### config.mk
export PLATFORM = sky130hd
export DESIGN_NAME = wall_collision_judge
export DESIGN_NICKNAME = d
export VERILOG_FILES = /design/src/rtl/game_pkg.sv /design/src/rtl/collision_frame_counter.sv /design/src/rtl/wall_collision_judge.sv
export SDC_FILE = /design/constraint.sdc
export NUM_CORES = 1
export LEC_CHECK = 0
export BUFFER_PORTS_ARGS = -buffer_cell sky130_fd_sc_hd__clkbuf_2
export CORE_UTILIZATION = 25
export CTS_CLUSTER_SIZE = 28
export DETAILED_ROUTE_END_ITERATION = 10
export HOLD_SLACK_MARGIN = 0.15
export PLACE_DENSITY = 0.39
export REMOVE_ABC_BUFFERS = 1
export SYNTH_ARGS = -nofsm -noshare
export SYNTH_HDL_FRONTEND = slang
export SYNTH_HIERARCHICAL = 1
export SYNTH_SLANG_ARGS = --single-unit
### constraint.sdc
create_clock -name clk_in -period 6.1 [get_ports clk_in]
set_input_delay 0.915 -clock clk_in [delete_from_list [all_inputs] [get_ports clk_in]]
set_output_delay 0.915 -clock clk_in [all_outputs]
set_load 0.01 [all_outputs]
### src/rtl/game_pkg.sv
// Shared types and constants for the wall collision judge.
// The COLLISION_OVERLAY_EN build option is handled in wall_collision_judge.
package game_pkg;
    typedef enum logic [0:0] {
        S_PLAY      = 1'b0,
        S_GAME_OVER = 1'b1
    } judge_state_t;

    localparam logic [15:0] OVERLAY_RGB565 = 16'hF800;
    localparam int LIVES_WIDTH = 4;
    localparam int SCORE_WIDTH = 8;

    // Widened to 9 bits and subtracted in the non-negative direction, so it never wraps.
    function automatic logic [8:0] depth_diff(input logic [7:0] a, input logic [7:0] b);
        return (a >= b) ? ({1'b0, a} - {1'b0, b}) : ({1'b0, b} - {1'b0, a});
    endfunction
endpackage

### src/rtl/collision_frame_counter.sv
// Saturating per-frame collision accumulator.
// Latches the frame total and the hit flag when the last pixel of the frame arrives.
module collision_frame_counter #(
    parameter int SCREEN_WIDTH        = 1280,
    parameter int SCREEN_HEIGHT       = 720,
    parameter int HIT_PIXEL_THRESHOLD = 64,
    parameter int COUNT_WIDTH         = 16
) (
    input  logic                   clk_in,
    input  logic                   rst_in,
    input  logic [10:0]            hcount_in,
    input  logic [9:0]             vcount_in,
    input  logic                   data_valid_in,
    input  logic                   collision_in,
    output logic [COUNT_WIDTH-1:0] frame_count_out,
    output logic                   frame_hit_out,
    output logic                   end_hit_out
);
    logic [COUNT_WIDTH-1:0] acc;
    logic [COUNT_WIDTH-1:0] total;
    logic                   frame_end;

    // The final pixel of the frame is folded in before the total is latched.
    assign total = (collision_in && acc != '1) ? acc + 1'b1 : acc;
    assign frame_end = data_valid_in && (hcount_in == 11'(SCREEN_WIDTH - 1))
                       && (vcount_in == 10'(SCREEN_HEIGHT - 1));
    assign end_hit_out = frame_end && (total >= COUNT_WIDTH'(HIT_PIXEL_THRESHOLD));

    always_ff @(posedge clk_in) begin
        if (rst_in) begin
            acc             <= '0;
            frame_count_out <= '0;
            frame_hit_out   <= 1'b0;
        end else if (frame_end) begin
            acc             <= '0;
            frame_count_out <= total;
            frame_hit_out   <= end_hit_out;
        end else begin
            acc             <= total;
            frame_hit_out   <= 1'b0;
        end
    end
endmodule

### src/rtl/wall_collision_judge.sv
// Round/score/lives judge over the annotated pixel stream.
// Define COLLISION_OVERLAY_EN to add a 1-cycle delayed pixel overlay path.
module wall_collision_judge
    import game_pkg::*;
#(
    parameter int SCREEN_WIDTH        = 1280,
    parameter int SCREEN_HEIGHT       = 720,
    parameter int DEPTH_TOLERANCE     = 10,
    parameter int HIT_PIXEL_THRESHOLD = 64,
    parameter int START_LIVES         = 3,
    parameter int COUNT_WIDTH         = 16
) (
    input  logic                   clk_in,
    input  logic                   rst_in,
    input  logic [10:0]            hcount_in,
    input  logic [9:0]             vcount_in,
    input  logic                   data_valid_in,
    input  logic                   is_wall_in,
    input  logic                   is_person_in,
    input  logic [7:0]             wall_depth_in,
    input  logic [7:0]             player_depth_in,
    input  logic                   round_end_in,
`ifdef COLLISION_OVERLAY_EN
    input  logic [15:0]            pixel_in,
    output logic [15:0]            pixel_out,
    output logic [10:0]            hcount_out,
    output logic [9:0]             vcount_out,
    output logic                   data_valid_out,
`endif
    output logic [COUNT_WIDTH-1:0] frame_count_out,
    output logic                   frame_hit_out,
    output logic                   round_valid_out,
    output logic                   round_pass_out,
    output logic [SCORE_WIDTH-1:0] score_out,
    output logic [LIVES_WIDTH-1:0] lives_out,
    output logic                   game_over_out
);
    judge_state_t state;
    logic         collision;
    logic         end_hit;
    logic         round_hit;
    logic         pass;

    assign collision = data_valid_in && is_wall_in && is_person_in
                       && (depth_diff(wall_depth_in, player_depth_in) <= 9'(DEPTH_TOLERANCE));

    collision_frame_counter #(
        .SCREEN_WIDTH       (SCREEN_WIDTH),
        .SCREEN_HEIGHT      (SCREEN_HEIGHT),
        .HIT_PIXEL_THRESHOLD(HIT_PIXEL_THRESHOLD),
        .COUNT_WIDTH        (COUNT_WIDTH)
    ) u_counter (
        .clk_in         (clk_in),
        .rst_in         (rst_in),
        .hcount_in      (hcount_in),
        .vcount_in      (vcount_in),
        .data_valid_in  (data_valid_in),
        .collision_in   (collision),
        .frame_count_out(frame_count_out),
        .frame_hit_out  (frame_hit_out),
        .end_hit_out    (end_hit)
    );

    // A frame ending on the round_end cycle still counts against the ending round.
    assign pass = !(round_hit || end_hit);

    always_ff @(posedge clk_in) begin
        if (rst_in) begin
            state           <= S_PLAY;
            round_hit       <= 1'b0;
            round_valid_out <= 1'b0;
            round_pass_out  <= 1'b0;
            score_out       <= '0;
            lives_out       <= LIVES_WIDTH'(START_LIVES);
            game_over_out   <= 1'b0;
        end else begin
            round_valid_out <= 1'b0;
            if (state == S_PLAY && round_end_in) begin
                round_valid_out <= 1'b1;
                round_pass_out  <= pass;
                round_hit       <= 1'b0;
                if (pass) begin
                    if (score_out != '1) score_out <= score_out + 1'b1;
                end else begin
                    lives_out <= lives_out - 1'b1;
                    if (lives_out == LIVES_WIDTH'(1)) begin
                        state         <= S_GAME_OVER;
                        game_over_out <= 1'b1;
                    end
                end
            end else if (end_hit) begin
                round_hit <= 1'b1;
            end
        end
    end

`ifdef COLLISION_OVERLAY_EN
    always_ff @(posedge clk_in) begin
        if (rst_in) begin
            pixel_out      <= '0;
            hcount_out     <= '0;
            vcount_out     <= '0;
            data_valid_out <= 1'b0;
        end else begin
            pixel_out      <= collision ? OVERLAY_RGB565 : pixel_in;
            hcount_out     <= hcount_in;
            vcount_out     <= vcount_in;
            data_valid_out <= data_valid_in;
        end
    end
`endif
endmodule
==> reports/summary.txt, run 1 <==
status - finished, final reports clean
prevailing post-synth register cell - dfxtp_1
Async S/R FF share, synth - 0
CP max FO - 6
Max Clk Rate - 186 MHz
deepest clock path buffer count - 2
Leakage - 1.60 nW
number of port buffers - 74
core area - 12,200 sq um
RD Place Congestion - 0.738
DRT Wirelength - 7250 um
Crit Path Category - primary input to flop
largest cells by area after synthesis - dfxtp_1 31%, ha_1 7.9%, nor2_1 6.5%
DP HPWL - 5680 um
first-pass GRT wire length - 12,400 um
hold_buf cts - 0
routed via count - 2,770
# resized after CTS - 0
hold path depth - 2
Layout Utilization - 0.312
Final Hold Fails - 0
TritonCTS Buffers - 5
Startpoint Class - primary input
vias in the first global route - 2,669
largest net degree at the start of global routing - 35
Area Overhead vs Synth - 19.7%
clock latency at the later pin of the worst-skew pair - 0.28 ns
Max Slew Vio Count - 0
Worst EP arrival - 5.53 ns
CTS clock-pin slew for the worst setup and hold paths - 0.06 ns
Vias/cell - 4.64
Setup WS post-layout - 0.716 ns
row count - 40
Layout Nets - 493
worst hold path class - flop to flop
Total GRT Usage - 0.115
power per cell area - 188 nW/um^2
initial antenna violation count - 0
total gr overflow - 0
Yosys cell types - 69
Max Cap Viol - 0
synth cell count leaders - 55 x nor2_1, 49 x dfxtp_1, 25 x inv_1
critical path required time - 6.25 ns
ant diodes - 0
Post-Route Setup TNS - 0 ns
die width - 115 um
Cells after Synth - 362
Hold Crit Start - u_counter/frame_count_out[15]
fillers - 1,353
Post-Syn Area per Cell - 8.80 sq um
drc violations - 0
Slew HR - 0.522
DRT antenna net count - 0
sequential area share after synthesis - 0.308
Reg2Reg Depth - 12
Worst setup EP type - flop
yosys warns - 6
H-tree levels - 2
root buf cell - clkbuf_16
drt pass-1 iters - 4
dominant cell type by area after synthesis - dfxtp_1
CTS tree - built
count leader, synth - nor2_1
flops & latches, synth - 49
Die Height - 115 um
Final Skew - 0.00491 ns
Post-CTS Setup Bufs - 0
die area - 13,200 sq um
Reg-to-Reg Start - u_counter/acc[8]
wire length per cell - 12.1 um
Critical R2R Capture - score_out[5]
dpl ws - 0.364 ns
Ports - 75
share of the synthesized area in the top cell type - 0.308
RSZ-0062 raised after global routing - no
Num Clock Sinks - 49
Initial Util - 0.261
Reg2Reg Setup Slack - 2.73 ns
sink of the worst hold path - u_counter/frame_count_out[15]
Netlist Area Pre-Place - 3190 sq um
Worst Max-Slew Pin Slew - 0.717 ns
Tmin final - 5.38 ns
endpoints failing setup - 0
EDFF count, synth - 0
fin crit share - 0.883
worst vdd ir - 0.0000859 V
Starting DRT DRC Count - 106
layout cell share with drive strength beyond 1 - 0.245
how the worst max path moves through the flow:
stage / cells after the start / from / endpoint
after floorplan: 22 / player_depth_in[0] / score_out[5]
after global placement: 21 / wall_depth_in[4] / score_out[5]
after detailed placement: 23 / player_depth_in[0] / score_out[5]
after CTS: 23 / player_depth_in[0] / score_out[5]
after global routing: 23 / wall_depth_in[0] / score_out[5]
final: 23 / player_depth_in[0] / score_out[5]
layout by cell type, fill, tap and decap left out, types with 4 or more instances in the layout:
master,instances
o21ai_0,8
mux2i_1,6
and3_1,4
and4_1,4
ha_1,20
nand4_1,16
nand3_1,11
xor2_1,14
xnor2_1,15
dfxtp_1,49
clkbuf_2,74
a21o_1,8
inv_1,25
nor2_1,55
nand2_1,6
a21oi_1,8
nor2b_1,8
a211oi_1,19
clkbuf_16,5
stage by stage:
| stage | cell area, sq um | power (W) | std cells | hold slack (ns) |
|---|---|---|---|---|
| 2_1_floorplan | 3060 | 0.000408 | 344 | 0.514 |
| 3_3_place_gp | 3660 | 0.000446 | 589 | 0.473 |
| 3_5_place_dp | 3660 | 0.000447 | 589 | 0.483 |
| 4_1_cts | 3810 | 0.000734 | 597 | 0.501 |
| 5_1_grt | 3810 | 0.000756 | 597 | 0.510 |
| 6_report | 3810 | 0.000718 | 597 | 0.494 |
critical path, stage by stage:
cell,delay (ns)
clkbuf_2,0.09
inv_1,0.05
ha_1,0.15
inv_1,0.05
fa_1,0.40
a21o_1,0.17
a21o_1,0.21
a31oi_1,0.23
nor3b_1,0.21
o32ai_1,0.12
nor4_2,0.30
nand4_1,0.26
a211oi_1,0.44
nand4_1,0.16
xnor2_1,0.19
nor4b_2,0.37
a21boi_1,0.14
nor2_1,0.20
o211a_1,0.30
and4_1,0.28
nand3_1,0.10
xor2_1,0.15
nor2_1,0.05
flip-flops by register name, indices dropped and copies added (netlist names):
name / count
u_counter/acc: 16
round_pass_out: 1
round_hit: 1
lives_out: 4
score_out: 8
u_counter/frame_hit_out: 1
state: 1
round_valid_out: 1
u_counter/frame_count_out: 16
area by class of cell:
type	instances	area (sq um)	share of cell area
Clock buffer	6	139	0.0364
Clock inverter	2	13.8	0.00361
Inverter	25	93.8	0.0246
Multi-Input combinational cell	270	1980	0.520
Sequential cell	49	981	0.257
Tap cell	168	210	0.0551
Timing Repair Buffer	77	393	0.103
report_power, final:
part           switching [W]  total [W]  leakage [nW]  internal (W)
sequential        0.00000220   0.000324         0.396      0.000322
combinational      0.0000629   0.000114          1.13     0.0000510
clock               0.000117   0.000280        0.0768      0.000163
metal layers:
| metal | vias to the layer above | share of wire | global-route usage | wire length (um) |
|---|---|---|---|---|
| met5 | - | 0 | 0 | 0 |
| met4 | 0 | 0.0097 | 0.0303 | 70 |
| met3 | 7 | 0.038 | 0.0211 | 277 |
| met2 | 52 | 0.48 | 0.200 | 3490 |
| met1 | 1268 | 0.47 | 0.147 | 3410 |
| li1 | 1443 | - | - | - |
cell families after synthesis:
family                     Yosys count  share of synthesized area
and+or+nand+nor                    135                      0.244
AOI/OAI and AO/OA                   78                      0.189
DFF                                 49                      0.308
buffers and inverters               43                     0.0695
xor gates and xnor gates            29                     0.0797
adders and majority gates           22                     0.0911
muxes                                6                     0.0188
No activity file was read; power rests on OpenSTA's default activity.
==> run 2: changes to the inputs <==
- ABC_AREA: unset -> 1
- clock period: 6.1 -> 5.44 ns (I/O delays scaled with it)
==> reports/summary.txt, run 2 <==
Worst Max-Slew Pin Slew - 0.579 ns (was 0.717 ns)
ant diodes - 0 (unchanged)
Final Skew - 0.00621 ns (was 0.00491 ns)
fillers - 1,513 (was 1,353)
core area - 13,200 sq um (was 12,200 sq um)
most common cell after layout, fill and taps aside - nand2_1 (was clkbuf_2)
Cells after Synth - 525 (was 362)
Post-Syn Area per Cell - 6.45 sq um (was 8.80 sq um)
largest registers - u_counter/acc (16), u_counter/frame_count_out (16), score_out (8) (unchanged)
crit-path most repeated cell - nand2_1
Final Hold Fails - 0 (unchanged)
CTS clock-pin slew for the worst setup and hold paths - 0.07 ns (was 0.06 ns)
worst vdd ir - 0.000110 V (was 0.0000859 V)
worst hold path class - flop to flop (unchanged)
DRT antenna net count - 0 (unchanged)
fin area - 4110 sq um (was 3810 sq um)
routed via count - 3,207 (was 2,770)
TritonCTS Buffers - 5 (unchanged)
Post-CTS Setup Bufs - 0 (unchanged)
commonest non-fill, non-tap cells in the layout - 145 x nand2_1, 93 x inv_1, 74 x clkbuf_2, 58 x nor2_1, 49 x dfxtp_1 (was 74 x clkbuf_2, 55 x nor2_1, 49 x dfxtp_1, 25 x inv_1, 20 x ha_1)
clock latency at the later pin of the worst-skew pair - 0.30 ns (was 0.28 ns)
Max Slew Vio Count - 0 (unchanged)
deepest clock path buffer count - 2 (unchanged)
Startpoint Class - primary input (unchanged)
sequential area share after synthesis - 0.290 (was 0.308)
initial antenna violation count - 0 (unchanged)
drt pass-1 iters - 4 (unchanged)
power per cell area - 213 nW/um^2 (was 188 nW/um^2)
CTS tree - built (unchanged)
Netlist Area Pre-Place - 3390 sq um (was 3190 sq um)
fin crit share - 0.832
Multi-input gate area - 1990 sq um (was 1980 sq um)
die width - 118 um (was 115 um)
status - finished, final reports clean (unchanged)
overall power - 0.000874 W (was 0.000718 W)
Vias/cell - 4.13 (was 4.64)
Num Clock Sinks - 49 (unchanged)
Max Clk Rate - 221 MHz
hold_buf cts - 0 (unchanged)
endpoints failing setup - 0 (unchanged)
EDFF count, synth - 0 (unchanged)
Worst EP arrival - 4.76 ns (was 5.53 ns)
Post-Route Setup TNS - 0 ns (unchanged)
cell family with most CP delay - simple AND/OR/NAND/NOR gates (unchanged)
count leader, synth - nand2_1 (was nor2_1)
yosys warns - 6 (unchanged)
Crit Path Category - primary input to flop (unchanged)
# resized after CTS - 0 (unchanged)
row count - 42 (was 40)
Starting DRT DRC Count - 101 (was 106)
number of port buffers - 74 (unchanged)
RSZ-0062 raised after global routing - no (unchanged)
total gr overflow - 0 (unchanged)
register area - 981 sq um (unchanged)
Total GRT Usage - 0.128 (was 0.115)
wire length per cell - 10.8 um (was 12.1 um)
vias in the first global route - 3,135 (was 2,669)
RD Place Congestion - 0.818 (was 0.738)
Buf/Inv on CP - 5 (was 3)
Worst path slowest cell - nor2_2 (was a211oi_1)
H-tree levels - 2 (unchanged)
Max Cap Viol - 0 (unchanged)
synth cell count leaders - 145 x nand2_1, 93 x inv_1, 58 x nor2_1 (was 55 x nor2_1, 49 x dfxtp_1, 25 x inv_1)
DP HPWL - 6740 um (was 5680 um)
Layout Nets - 665 (was 493)
Placement Cell Area - 3930 sq um (was 3660 sq um)
share of the synthesized area in the top cell type - 0.290 (was 0.308)
Async S/R FF share, synth - 0 (unchanged)
dominant cell type by area after synthesis - dfxtp_1 (unchanged)
largest net degree at the start of global routing - 18 (was 35)
Ports - 75 (unchanged)
flops & latches, synth - 49 (unchanged)
Max stage delay on crit path - 0.48 ns (was 0.44 ns)
Area Overhead vs Synth - 21.4% (was 19.7%)
CP max FO - 13 (was 6)
die area - 14,000 sq um (was 13,200 sq um)
root buf cell - clkbuf_16 (unchanged)
Initial Util - 0.256 (was 0.261)
largest cells by area after synthesis - dfxtp_1 29%, nand2_1 16%, inv_1 10% (was dfxtp_1 31%, ha_1 7.9%, nor2_1 6.5%)
first-pass GRT wire length - 14,500 um (was 12,400 um)
Slew HR - 0.614 (was 0.522)
Die Height - 118 um (was 115 um)
Reg2Reg Setup Slack - 2.31 ns (was 2.73 ns)
DRT Wirelength - 8380 um (was 7250 um)
Yosys cell types - 36 (was 69)
prevailing post-synth register cell - dfxtp_1 (unchanged)
critical path required time - 5.67 ns (was 6.25 ns)
drc violations - 0 (unchanged)
Tmin final - 4.53 ns
Leakage - 2.02 nW (was 1.60 nW)
Worst setup EP type - flop (unchanged)
layout cell share with drive strength beyond 1 - 0.211 (was 0.245)
[run 2: path summary, 6_finish.rpt]
kind                                              startpoint                           end  depth (start not counted)
worst min register to register  u_counter/frame_count_out[4]  u_counter/frame_count_out[4]                          2
worst max-delay path                        wall_depth_in[3]                  score_out[4]                         30
worst max register to register              u_counter/acc[0]                  score_out[4]                         20
worst min-delay path            u_counter/frame_count_out[4]  u_counter/frame_count_out[4]                          2
[run 2: power by group]
group,internal [W],leakage (nW),switching (W)
clock,0.000230,0.0831,0.000139
combinational,0.0000545,1.54,0.0000876
sequential,0.000361,0.396,0.00000227
total,0.000645,2.02,0.000229
[run 2: final cells by class]
type | instances | area share
Clock buffer | 6 | 0.0338
Inverter | 96 | 0.0877
Timing Repair Buffer | 75 | 0.0919
Tap cell | 176 | 0.0536
Clock inverter | 2 | 0.00913
Multi-Input combinational cell | 373 | 0.485
Sequential cell | 49 | 0.239
[run 2: metal layers]
layer	wire, um	vias up	track usage
met1	4240	1373	0.167
met4	102	0	0.0380
li1	-	1764	-
met2	3600	62	0.205
met5	0	-	0
met3	440	8	0.0333
[run 2: logic make-up (layout without fill, tap and decap cells)]
| family | count (synthesis) | count (layout) | share of synthesized area |
|---|---|---|---|
| XOR/XNOR | 11 | 11 | 0.0284 |
| adder cells (fa/ha/maj) | 22 | 22 | 0.0857 |
| flip-flops | 49 | 49 | 0.290 |
| AND/OR/NAND/NOR | 283 | 283 | 0.379 |
| multiplexers | 1 | 1 | 0.00296 |
| buffers and inverters | 103 | 179 | 0.122 |
| AO/OA/AOI/OAI | 56 | 56 | 0.0924 |
[run 2: worst reg2reg max path, cell delays in order, from the launching register on]
cell and delay, ns:
dfxtp_1 0.35, ha_1 0.29, nand3_1 0.13, inv_2 0.06, nand2_4 0.08, nor2_2 0.05, nor2_2 0.44, nand2_1 0.13
nand2_2 0.11, nand2_2 0.05, nor2_2 0.11, nand2_1 0.08, nor2_2 0.13, nor2_1 0.06, nor3_1 0.25, nand2_1 0.16
inv_1 0.14, nand3_1 0.11, nor2_1 0.13, o21ai_0 0.09, a21oi_1 0.12
[run 2: per-stage QoR]
stage / hold WS [ns] / setup WS [ns] / utilization / instances
5_1_grt: 0.491 / 0.219 / 0.310 / 777
3_3_place_gp: 0.444 / 0.580 / 0.297 / 769
2_1_floorplan: 0.479 / 1.41 / - / 518
6_report: 0.455 / 0.912 / 0.310 / 777
3_5_place_dp: 0.449 / 0.575 / 0.297 / 769
4_1_cts: 0.459 / 0.875 / 0.310 / 777
